===== config.mk =====
export PLATFORM = sky130hd
export DESIGN_NAME = stopwatch_ctrl
export DESIGN_NICKNAME = d
export VERILOG_FILES = /design/src/rtl/stopwatch_ctrl.sv
export SDC_FILE = /design/constraint.sdc
export NUM_CORES = 1
export LEC_CHECK = 0
export BUFFER_PORTS_ARGS = -buffer_cell sky130_fd_sc_hd__buf_2
export CORE_MARGIN = 3
export CORE_UTILIZATION = 54
export CTS_CLUSTER_SIZE = 10
export DETAILED_ROUTE_END_ITERATION = 6
export HOLD_SLACK_MARGIN = 0.05
export PLACE_DENSITY = 0.82
export SETUP_SLACK_MARGIN = 0.4
export SKIP_LAST_GASP = 1
export SYNTH_ARGS = -nofsm -noshare
export SYNTH_HDL_FRONTEND = slang
export SYNTH_SLANG_ARGS = --single-unit
export TNS_END_PERCENT = 100

===== constraint.sdc =====
create_clock -name sys_clk -period 3.17 [get_ports sys_clk]
set_input_delay 0.4755 -clock sys_clk [delete_from_list [all_inputs] [get_ports sys_clk]]
set_output_delay 0.4755 -clock sys_clk [all_outputs]
set_load 0.01 [all_outputs]

===== src/rtl/stopwatch_ctrl.sv =====
// Stopwatch sequencing controller: BCD MM:SS count with run, pause and adjust
// modes, driven by level clocks from the divider and sampled in the sys_clk domain.
module stopwatch_ctrl (
  input  logic       sys_clk,
  input  logic       rst,
  input  logic       onehz_clk,
  input  logic       twohz_clk,
  input  logic       blink_clk,
  input  logic       pause_pulse,
  input  logic       adj_sw,
  input  logic       sel_sw,
  output logic [2:0] min_tens,
  output logic [3:0] min_ones,
  output logic [2:0] sec_tens,
  output logic [3:0] sec_ones,
  output logic       blank_min,
  output logic       blank_sec,
  output logic       paused,
  output logic       adjusting
);

  // state  | meaning
  // RUN    | count advances on each 1 Hz rising edge
  // PAUSED | count holds, all ticks ignored
  // ADJ    | selected field advances on each 2 Hz rising edge, no carry
  typedef enum logic [1:0] {
    ST_RUN    = 2'd0,
    ST_PAUSED = 2'd1,
    ST_ADJ    = 2'd2
  } state_t;

  state_t     state_q, state_d;
  logic       paused_q, paused_d;
  logic       onehz_q, twohz_q;
  logic [2:0] min_tens_q, min_tens_d, sec_tens_q, sec_tens_d;
  logic [3:0] min_ones_q, min_ones_d, sec_ones_q, sec_ones_d;
  logic       blank_min_q, blank_min_d, blank_sec_q, blank_sec_d;
  logic       one_rise, two_rise;
  logic [7:0] sec_inc, min_inc;

  // Returns {carry, tens, ones} for a modulo-60 BCD increment.
  function automatic logic [7:0] bcd_inc(input logic [2:0] tens, input logic [3:0] ones);
    if (ones != 4'd9)      bcd_inc = {1'b0, tens, ones + 4'd1};
    else if (tens != 3'd5) bcd_inc = {1'b0, tens + 3'd1, 4'd0};
    else                   bcd_inc = {1'b1, 3'd0, 4'd0};
  endfunction

  assign one_rise = onehz_clk & ~onehz_q;
  assign two_rise = twohz_clk & ~twohz_q;
  assign sec_inc  = bcd_inc(sec_tens_q, sec_ones_q);
  assign min_inc  = bcd_inc(min_tens_q, min_ones_q);

  always_comb begin
    state_d    = state_q;
    paused_d   = paused_q ^ pause_pulse;
    min_tens_d = min_tens_q;
    min_ones_d = min_ones_q;
    sec_tens_d = sec_tens_q;
    sec_ones_d = sec_ones_q;

    if (adj_sw)        state_d = ST_ADJ;
    else if (paused_d) state_d = ST_PAUSED;
    else               state_d = ST_RUN;

    case (state_q)
      ST_RUN: begin
        if (one_rise) begin
          {sec_tens_d, sec_ones_d} = sec_inc[6:0];
          if (sec_inc[7]) {min_tens_d, min_ones_d} = min_inc[6:0];
        end
      end
      ST_ADJ: begin
        if (two_rise) begin
          if (sel_sw) {sec_tens_d, sec_ones_d} = sec_inc[6:0];
          else        {min_tens_d, min_ones_d} = min_inc[6:0];
        end
      end
      default: ;
    endcase

    blank_min_d = (state_q == ST_ADJ) & ~sel_sw & blink_clk;
    blank_sec_d = (state_q == ST_ADJ) &  sel_sw & blink_clk;
  end

  always_ff @(posedge sys_clk) begin
    if (rst) begin
      state_q     <= ST_RUN;
      paused_q    <= 1'b0;
      // Track the live levels so a high input at release is not a tick.
      onehz_q     <= onehz_clk;
      twohz_q     <= twohz_clk;
      min_tens_q  <= 3'd0;
      min_ones_q  <= 4'd0;
      sec_tens_q  <= 3'd0;
      sec_ones_q  <= 4'd0;
      blank_min_q <= 1'b0;
      blank_sec_q <= 1'b0;
    end else begin
      state_q     <= state_d;
      paused_q    <= paused_d;
      onehz_q     <= onehz_clk;
      twohz_q     <= twohz_clk;
      min_tens_q  <= min_tens_d;
      min_ones_q  <= min_ones_d;
      sec_tens_q  <= sec_tens_d;
      sec_ones_q  <= sec_ones_d;
      blank_min_q <= blank_min_d;
      blank_sec_q <= blank_sec_d;
    end
  end

  assign min_tens  = min_tens_q;
  assign min_ones  = min_ones_q;
  assign sec_tens  = sec_tens_q;
  assign sec_ones  = sec_ones_q;
  assign blank_min = blank_min_q;
  assign blank_sec = blank_sec_q;
  assign paused    = paused_q;
  assign adjusting = (state_q == ST_ADJ);

endmodule


Word-level counts from Yosys, hierarchy flattened
Cells that the tools add are included.

word-level totals
  output and inout port bits = 18
  logic and storage cells = 64
  input bits = 8
  bits in registers = 21

cells by class
  bitwise logic cells = 10
  equal/unequal tests = 10
  $add $sub $neg = 4
  muxes and demuxes = 24
  reductions and logical operators = 5

operators by type and width
  kind                   number
  $mux W4                7
  $mux W3                7
  $mux W8                2
  $pmux W4 S2            2
  $mux W7                2
  $pmux W3 S2            2
  $add A4 B1 Y4 const B  2
  $ne A2 B2 Y1 const B   4
  $ne A4 B4 Y1 const B   2
  $add A3 B1 Y3 const B  2
  $and A1 B1 Y1          6
  $ne A3 B3 Y1 const B   2
  $reduce_and A5 Y1      1
  $reduce_and A4 Y1      1
  $not A1 Y1             3
  $eq A2 B2 Y1 const B   1
  $logic_not A2 Y1       1
  $mux W2                1
  $ne A2 B1 Y1 const B   1
  $reduce_bool A2 Y1     1
  $reduce_or A2 Y1       1
  $mux W1                1
  $xor A1 B1 Y1          1

Longest topological paths before layout
Gate-level depths: netlist (run 1).

  depth after elaboration = 6
  mapped depth = 5
  depth with buffers taken out = 4

Worst setup path before layout (run 1)
Ideal clock, no wire load.

  path kind = input-to-reg
  start = in onehz_clk
  end = reg sec_tens_q[0], in the netlist sec_tens[0]
  data required time = 3.049 ns
  arrival time = 1.985 ns
  setup time = 0.121 ns
  cell stages on the path = 4
  setup slack = 1.065 ns
  buffers on the path = 0
  cell sequence = or3b_4 a2111oi_4 and4b_1 mux2_2

between the ends
  longest elaborated chain between the ends = 3

ends and longest elaborated chain
  item                                RTL line  RTL
  start: declaration                  6         input logic onehz_clk,
  $and A1 B1 Y1                       48        assign one_rise = onehz_clk & ~onehz_q;
  $ne A2 B2 Y1 (no source line)       n/a
  $reduce_and A4 Y1 (no source line)  n/a
  end signal: assignment              105       sec_tens_q <= sec_tens_d;
  end: declaration                    35        logic [2:0] min_tens_q, min_tens_d, sec_tens_q, sec_tens_d;

No other way between the ends.
A chain may end at the register's enable or synchronous reset.

Worst setup path in the final report (run 1)
  start = reg state_q[1]
  end = reg min_tens_q[1], in the netlist min_tens[1]

between the ends
  longest elaborated chain between the ends = 3
  elaborated cells between the ends (all ways) = 9
  classes of those cells = eq/ne (5); mux (1); reduce/logical (3)

ends and longest elaborated chain
  item                                                         RTL line  RTL
  start: declaration                                           32        state_t state_q, state_d;
  start signal: assignment                                     99        state_q <= state_d;
  $eq A2 B2 Y1 or $logic_not A2 Y1 (tied branches)             65        case (state_q)
  $ne A2 B1 Y1 (no source line), or another cell as far along  n/a
  $reduce_and A5 Y1 (no source line)                           n/a
  end signal: assignment                                       103       min_tens_q <= min_tens_d;
  end: declaration                                             35

Several ways; a longest one is shown, not always the timed one.

==> impl_metrics.csv, run 1 <==
group,metric,value,unit
sta,slew_viol_final,0,
pwr,net-switching-power,110.2,uW
sta,hold_viol,0,
global_routing,globalRoute.totalOverflow,0,
synthesis,synth_cell_types,37,
cts,clkSinkCount,21,
synthesis,synthTopCellsByArea,"dfxtp_1 (43%), nand2_1 (3.5%), mux2_2 (3.5%), mux2i_1 (3.1%), nor3_1 (3.1%)",
cts,cts_tree,"done",
route,drtPass1Iterations,4,
die,rows,14,
cts,h-tree-depth,1,
synthesis,syn_area_per_cell,9.231,um^2
die,boundaryPins,26,
route,wirelength,2005,um
sta,tightestPinTransition,0.7024,ns
route,routedWlPerCell,12.94,um
global_routing,grt_max_degree,21,
cts,ctsHoldBuffers,0,
worst_setup_path,reg2reg_slack,1.0,ns
die,die_area,0.002359,mm^2
route,wl_met3,88,um
global_routing,grt_pass1_wl,3491,um
route,drc,0,
synthesis,ys_warn_count,0,
cts,cts_buffers,3,
route,num_vias,843,
worst_setup_path,worst_path_max_delay_cell,"nor3b_1",
die,core_area,0.001612,mm^2
route,met2_length,979,um
route,highest_layer,"met4",
place,gp_congestion,0.7467,
finish,nets,140,
synthesis,netlist.area_leader.share,0.4297,
sta,slew_headroom,0.5307,
global_routing,grt_pass1_vias,753,
route,drt_iter0_markers,17,
worst_hold_path,min_to,"onehz_q",
finish,n_antenna_cell,0,
sta,timing.final.crit_share,0.6861,
sta,fin_setup_tns,0,ns
synthesis,netlist_area,978.4,um^2
die,initial_utilization,0.6071,
worst_hold_path,min-delay-start,"onehz_clk",
finish,drive_gt1_frac,0.3053,
finish,ff_latch_area,420.4,um^2
synthesis,synthCells,106,
synthesis,synth_seq_area_share,0.4297,
die,die_h,48.57,um
pwr,power.leakage,0.4651,nW
pwr,p_per_area,391.8,mW/mm^2
cts,post-cts-setup-buffers,0,
cts,cts_resized,0,
pwr,peakVddDrop,0.4851,mV
worst_setup_path,path_class,"reg -> reg",
synthesis,yosysTopAreaCell,"dfxtp_1",
status,outcome,"finished clean",
synthesis,async_flop_share,0,
worst_setup_path,reg2reg_from,"state_q[1]",
synthesis,syn_nets,114,
synthesis,synth_edf_count,0,
sta,finalSetupViolCount,0,
cts,ctsRootBufferMaster,"clkbuf_4",
worst_setup_path,reg2reg_depth,4,
worst_hold_path,hold_path.class,"in -> reg",
pwr,p_int,337.9,uW
worst_setup_path,worstPathRequired,3.36,ns
worst_setup_path,cp.arrival,2.37,ns
route,via_per_inst,5.439,
pwr,power.share.clock,0.284,
worst_setup_path,crit_fanout,9,
run,max_cap_viol_count,0,
synthesis,synth_top_flop_cell,"dfxtp_1",
sta,whs,0.2820,ns
die,fp.dieW,48.57,um
global_routing,grt_util_all_layers,0.1836,
route,antenna_left,0,
worst_setup_path,slowest_delay,0.61,ns
pwr,power_frac_comb,0.097,
sta,max_freq,0.4598,GHz
finish,area_growth,16.88,%
place,hpwlAfterDp,1455,um
sta,rsz0062_at_grt,"false",
pwr,switching_share,0.2459,
finish,fill_cells,137,
worst_setup_path,cp-start-kind,"flip-flop",
worst_hold_path,whs_path_depth,1,
worst_setup_path,worstSetupEndpointType,"flip-flop",
cts,clk_latency,0.30,ns
place,numPortBuffers,25,
worst_setup_path,path_cells,"nor3b_1 -> a31oi_1 -> nor3_1 -> mux2_2",
cts,clk_pin_slew_worst_paths,0.11,ns
global_routing,antenna_found_initial,0,
synthesis,synth-seq-cells,21,
route,wl_met1,911,um
cts,clockBufferDepth,2,
pwr,p_seq_frac,0.619,
finish,multi_input_comb_area,515.5,um^2
sta,fin_skew,0.007657,ns
worst_setup_path,reg2reg_to,"min_tens[1]",
sta,period_minus_slack,2.175,ns
## per-stage QoR
step	area [um^2]	setup WS, ns	instances	power, mW	utilization
2_1_floorplan	978.4	1.065	106	0.3123	-
3_3_place_gp	1117	0.8994	151	0.3246	0.6933
4_1_cts	1144	1.012	155	0.4509	0.7096
6_report	1144	0.9951	155	0.4481	0.7096
5_1_grt	1144	0.8862	155	0.4684	0.7096
3_5_place_dp	1117	0.8672	151	0.3266	0.6933
## kinds of logic after synthesis
kind of cell | count (synthesis) | share of synthesized area
AND/OR/NAND/NOR | 47 | 0.2813
flip-flops | 21 | 0.4297
AO/OA/AOI/OAI | 19 | 0.1624
buffers and inverters | 11 | 0.04347
multiplexers | 6 | 0.06522
XOR/XNOR | 2 | 0.01791
## flip-flops by register name, summed over array words and instances, names as in the netlist
| name | count |
|---|---|
| sec_tens | 3 |
| blank_sec | 1 |
| state_q | 2 |
| min_ones | 4 |
| min_tens | 3 |
| blank_min | 1 |
| paused | 1 |
| onehz_q | 1 |
| sec_ones | 4 |
| twohz_q | 1 |
## layout make-up
type,count,share of cell area
well taps,24,0.02626
inverters,7,0.02298
repair buffers,25,0.1094
flip-flops and latches,21,0.3676
multi-input cells,74,0.4508
clock buffers,4,0.02298
## critical path, delay by kind of cell (launching register included)
kind | cells | cell delay, ns
mux | 1 | 0.39
flops | 1 | 0.42
compound gates | 1 | 0.28
simple gates | 2 | 0.98
## cell usage in the layout, fill, tap and decap left out, drive strengths merged, types with 2 or more instances in the layout
| cell | count |
|---|---|
| a211o | 2 |
| a211oi | 2 |
| a21oi | 4 |
| a31o | 2 |
| buf | 25 |
| clkbuf | 4 |
| dfxtp | 21 |
| inv | 6 |
| mux2 | 3 |
| mux2i | 3 |
| nand2 | 9 |
| nand2b | 3 |
| nand3 | 2 |
| nand3b | 2 |
| nor2 | 8 |
| nor2b | 4 |
| nor3 | 6 |
| nor3b | 2 |
| nor4bb | 2 |
| o21ai | 3 |
| o311ai | 2 |
| xnor2 | 2 |
## routing by layer
metal  track usage  up-vias
li1              -      435
met1        0.2319      384
met2        0.3165       20
met3       0.03374        4
met4       0.05687        0
met5             0        -
## power by group through the flow
stage	clock, mW	sequential, mW	combinational [mW]
detailed placement	0	0.283	0.0434
CTS	0.130	0.277	0.0439
global route	0.140	0.279	0.0492
global placement	0	0.283	0.0419
floorplan	0	0.283	0.0289
finish	0.127	0.277	0.0434
## worst max path at each step
stage          slack (ns)     endpoint  depth (start not counted)       start
2_1_floorplan        1.06  sec_tens[0]                          4   onehz_clk
3_3_place_gp         0.90  sec_tens[0]                          5   onehz_clk
3_5_place_dp         0.87  sec_tens[0]                          5   onehz_clk
4_1_cts              1.01  min_tens[1]                          4  state_q[1]
5_1_grt              0.89  min_tens[1]                          4  state_q[1]
6_report              1.0  min_tens[1]                          4  state_q[1]
## cell usage after synthesis, types with 2 or more instances
library cell,number
nor3_1,6
mux2_2,3
nor4bb_1,2
mux2i_1,3
a21oi_1,4
o21ai_0,3
nor2b_1,4
nor3b_1,2
nand3b_1,2
nand2_1,9
nand3_1,2
nor2_1,8
o311ai_0,2
xnor2_1,2
a31o_2,2
inv_1,6
a211oi_1,2
nand2b_1,3
buf_1,2
dfxtp_1,21
a211o_2,2
Power figures use the tool's default switching activity.
==> inputs of run 2 (changes only) <==
ABC_AREA = 1   (was default)
CORE_UTILIZATION = 46   (was 54)
PLACE_DENSITY = 0.73   (was 0.82)
clock period = 1.8 ns   (was 3.17 ns; I/O delays follow)
==> impl_metrics.csv, run 2 <==
group,metric,value,unit
status,outcome,"finished clean",
synthesis,yosys-top-cells-count,"nand2_1 (33), dfxtp_1 (21), inv_1 (15), nand3_1 (15), nor2_1 (15)",
route,drt_iter0_markers,17,
synthesis,syn_nets,156,
cts,clkSinkCount,21,
worst_setup_path,cp_common_cell,"inv_2",
finish,final_common_cell,"nand2_1",
worst_setup_path,path_class,"reg -> out",
route,drtPass1Iterations,4,
worst_setup_path,path_cells,"inv_2 -> nand2_2 -> inv_2 -> buf_2",
synthesis,netlist.area_leader.share,0.3893,
cts,h-tree-depth,1,
global_routing,grt_max_degree,15,
place,numPortBuffers,25,
run,max_cap_viol_count,0,
die,core_area,0.002082,mm^2
synthesis,synth_seq_area_share,0.3893,
worst_setup_path,worstSetupEndpointType,"primary output",
worst_setup_path,slowest_delay,0.34,ns
sta,hold_viol,0,
worst_setup_path,cp.arrival,1.02,ns
place,hpwlAfterDp,1624,um
synthesis,ys_warn_count,0,
sta,rsz0062_at_grt,"false",
worst_setup_path,cpLargestDelayFamily,"flip-flops",
sta,slew_headroom,0.8259,
finish,fill_cells,200,
die,boundaryPins,26,
route,antenna_left,0,
global_routing,antenna_found_initial,0,
worst_hold_path,hold_path.class,"in -> reg",
route,num_vias,981,
worst_setup_path,crit_buf_inv,3,
cts,cts_tree,"done",
synthesis,syn_area_per_cell,7.296,um^2
cts,clockBufferDepth,2,
finish,drive_gt1_frac,0.3029,
synthesis,synthTopCellsByArea,"dfxtp_1 (39%), nand2_1 (11%), nand3_1 (7.0%), a21oi_1 (5.6%), inv_1 (5.2%)",
sta,slew_viol_final,0,
global_routing,globalRoute.totalOverflow,0,
route,wl_met3,106,um
sta,finalSetupViolCount,0,
sta,period_minus_slack,1.291,ns
sta,whs,0.07963,ns
synthesis,synth_edf_count,0,
global_routing,grt_pass1_wl,3870,um
finish,layout_common_cells,"nand2_1 (33), buf_2 (25), dfxtp_1 (19)",
sta,timing.final.crit_share,0.7172,
global_routing,grt_util_all_layers,0.1756,
synthesis,synth_top_flop_cell,"dfxtp_1",
finish,nets,184,
synthesis,synthCells,148,
cts,cts_buffers,3,
worst_setup_path,cp-start-kind,"flip-flop",
route,met2_length,997,um
die,die_area,0.002965,mm^2
finish,utilization,0.6040,
finish,area_growth,16.45,%
cts,post-cts-setup-buffers,0,
worst_setup_path,crit_fanout,5,
route,drc,0,
pwr,peakVddDrop,0.3803,mV
global_routing,grt_pass1_vias,968,
cts,clk_latency,0.30,ns
synthesis,netlist_area,0.001080,mm^2
synthesis,async_flop_share,0,
route,wl_met1,889,um
pwr,p_total,839.1,uW
route,highest_layer,"met4",
die,initial_utilization,0.5186,
synthesis,synth.most_common_cell,"nand2_1",
finish,n_antenna_cell,0,
worst_setup_path,worst_path_max_delay_cell,"dfxtp_1",
sta,fin_skew,0.007123,ns
route,routedWlPerCell,9.995,um
route,via_per_inst,4.856,
route,wirelength,2019,um
worst_setup_path,worstPathRequired,1.53,ns
sta,tightestPinTransition,0.2608,ns
sta,max_freq,0.7747,GHz
die,die_h,54.45,um
cts,clk_pin_slew_worst_paths,0.11,ns
sta,fin_setup_tns,0,ns
synthesis,yosysTopAreaCell,"dfxtp_1",
pwr,power.leakage,0.5545,nW
place,gp_congestion,0.7332,
die,rows,16,
die,fp.dieW,54.45,um
synthesis,synth_cell_types,24,
cts,ctsRootBufferMaster,"clkbuf_4",
pwr,p_per_area,667.3,mW/mm^2
synthesis,synth-seq-cells,21,
==> run 2: cell count changes after synthesis, sizes merged, moves of 8 or more <==
cell | before | now
nand2 | 9 | 40
nor2 | 8 | 23
inv | 6 | 20
nand3 | 2 | 16
a21oi | 4 | 12
==> run 2: repair_timing <==
item | 4_1_cts | 5_1_grt
setup endpoints to repair | 0 | 5
hold buffers | 0 | 0
gates resized for setup | 0 | 3
==> run 2: per-layer routing <==
metal  vias to the layer above  GRT usage
met4                         0    0.04979
met1                       433     0.2027
met5                         -          0
met2                        20     0.3227
li1                        524          -
met3                         4    0.03542
==> run 2: metrics by stage <==
stage | cells | cell area, um^2 | worst slack (ns)
2_1_floorplan | 148 | 1080 | 0.6041
3_5_place_dp | 198 | 1224 | 0.5154
4_1_cts | 202 | 1250 | 0.4865
3_3_place_gp | 198 | 1224 | 0.5507
5_1_grt | 202 | 1257 | 0.4053
6_report | 202 | 1257 | 0.5091
==> run 2: power by group <==
group	internal (mW)	switching (mW)
registers	0.480	0.0158
clock network	0.0863	0.136
logic	0.0440	0.0769
total	0.610	0.229
==> run 2: worst paths after layout <==
kind	end	start	slack [ns]	cells after the start
max	adjusting	state_q[0]	0.51	4
min	onehz_q	onehz_clk	0.08	1
max reg2reg	min_tens[0]	min_ones[0]	0.56	7
min reg2reg	sec_ones[3]	sec_ones[3]	0.50	2
==> run 2: logic make-up (layout without fill, tap and decap cells) <==
| logic type | Yosys count | in the layout | synth area share |
|---|---|---|---|
| buffers and inverters | 22 | 49 | 0.08342 |
| DFF | 21 | 21 | 0.3893 |
| and+or+nand+nor | 83 | 83 | 0.4056 |
| xor gates and xnor gates | 4 | 4 | 0.03245 |
| AOI/OAI and AO/OA | 18 | 18 | 0.08923 |
==> run 2: cell type report <==
class | count | area (um^2) | area share
inverters | 20 | 75.07 | 0.05970
multi-input cells | 105 | 574.3 | 0.4567
repair buffers | 25 | 125.1 | 0.09950
clock buffers | 4 | 26.28 | 0.02090
well taps | 27 | 33.78 | 0.02687
flip-flops and latches | 21 | 422.9 | 0.3363
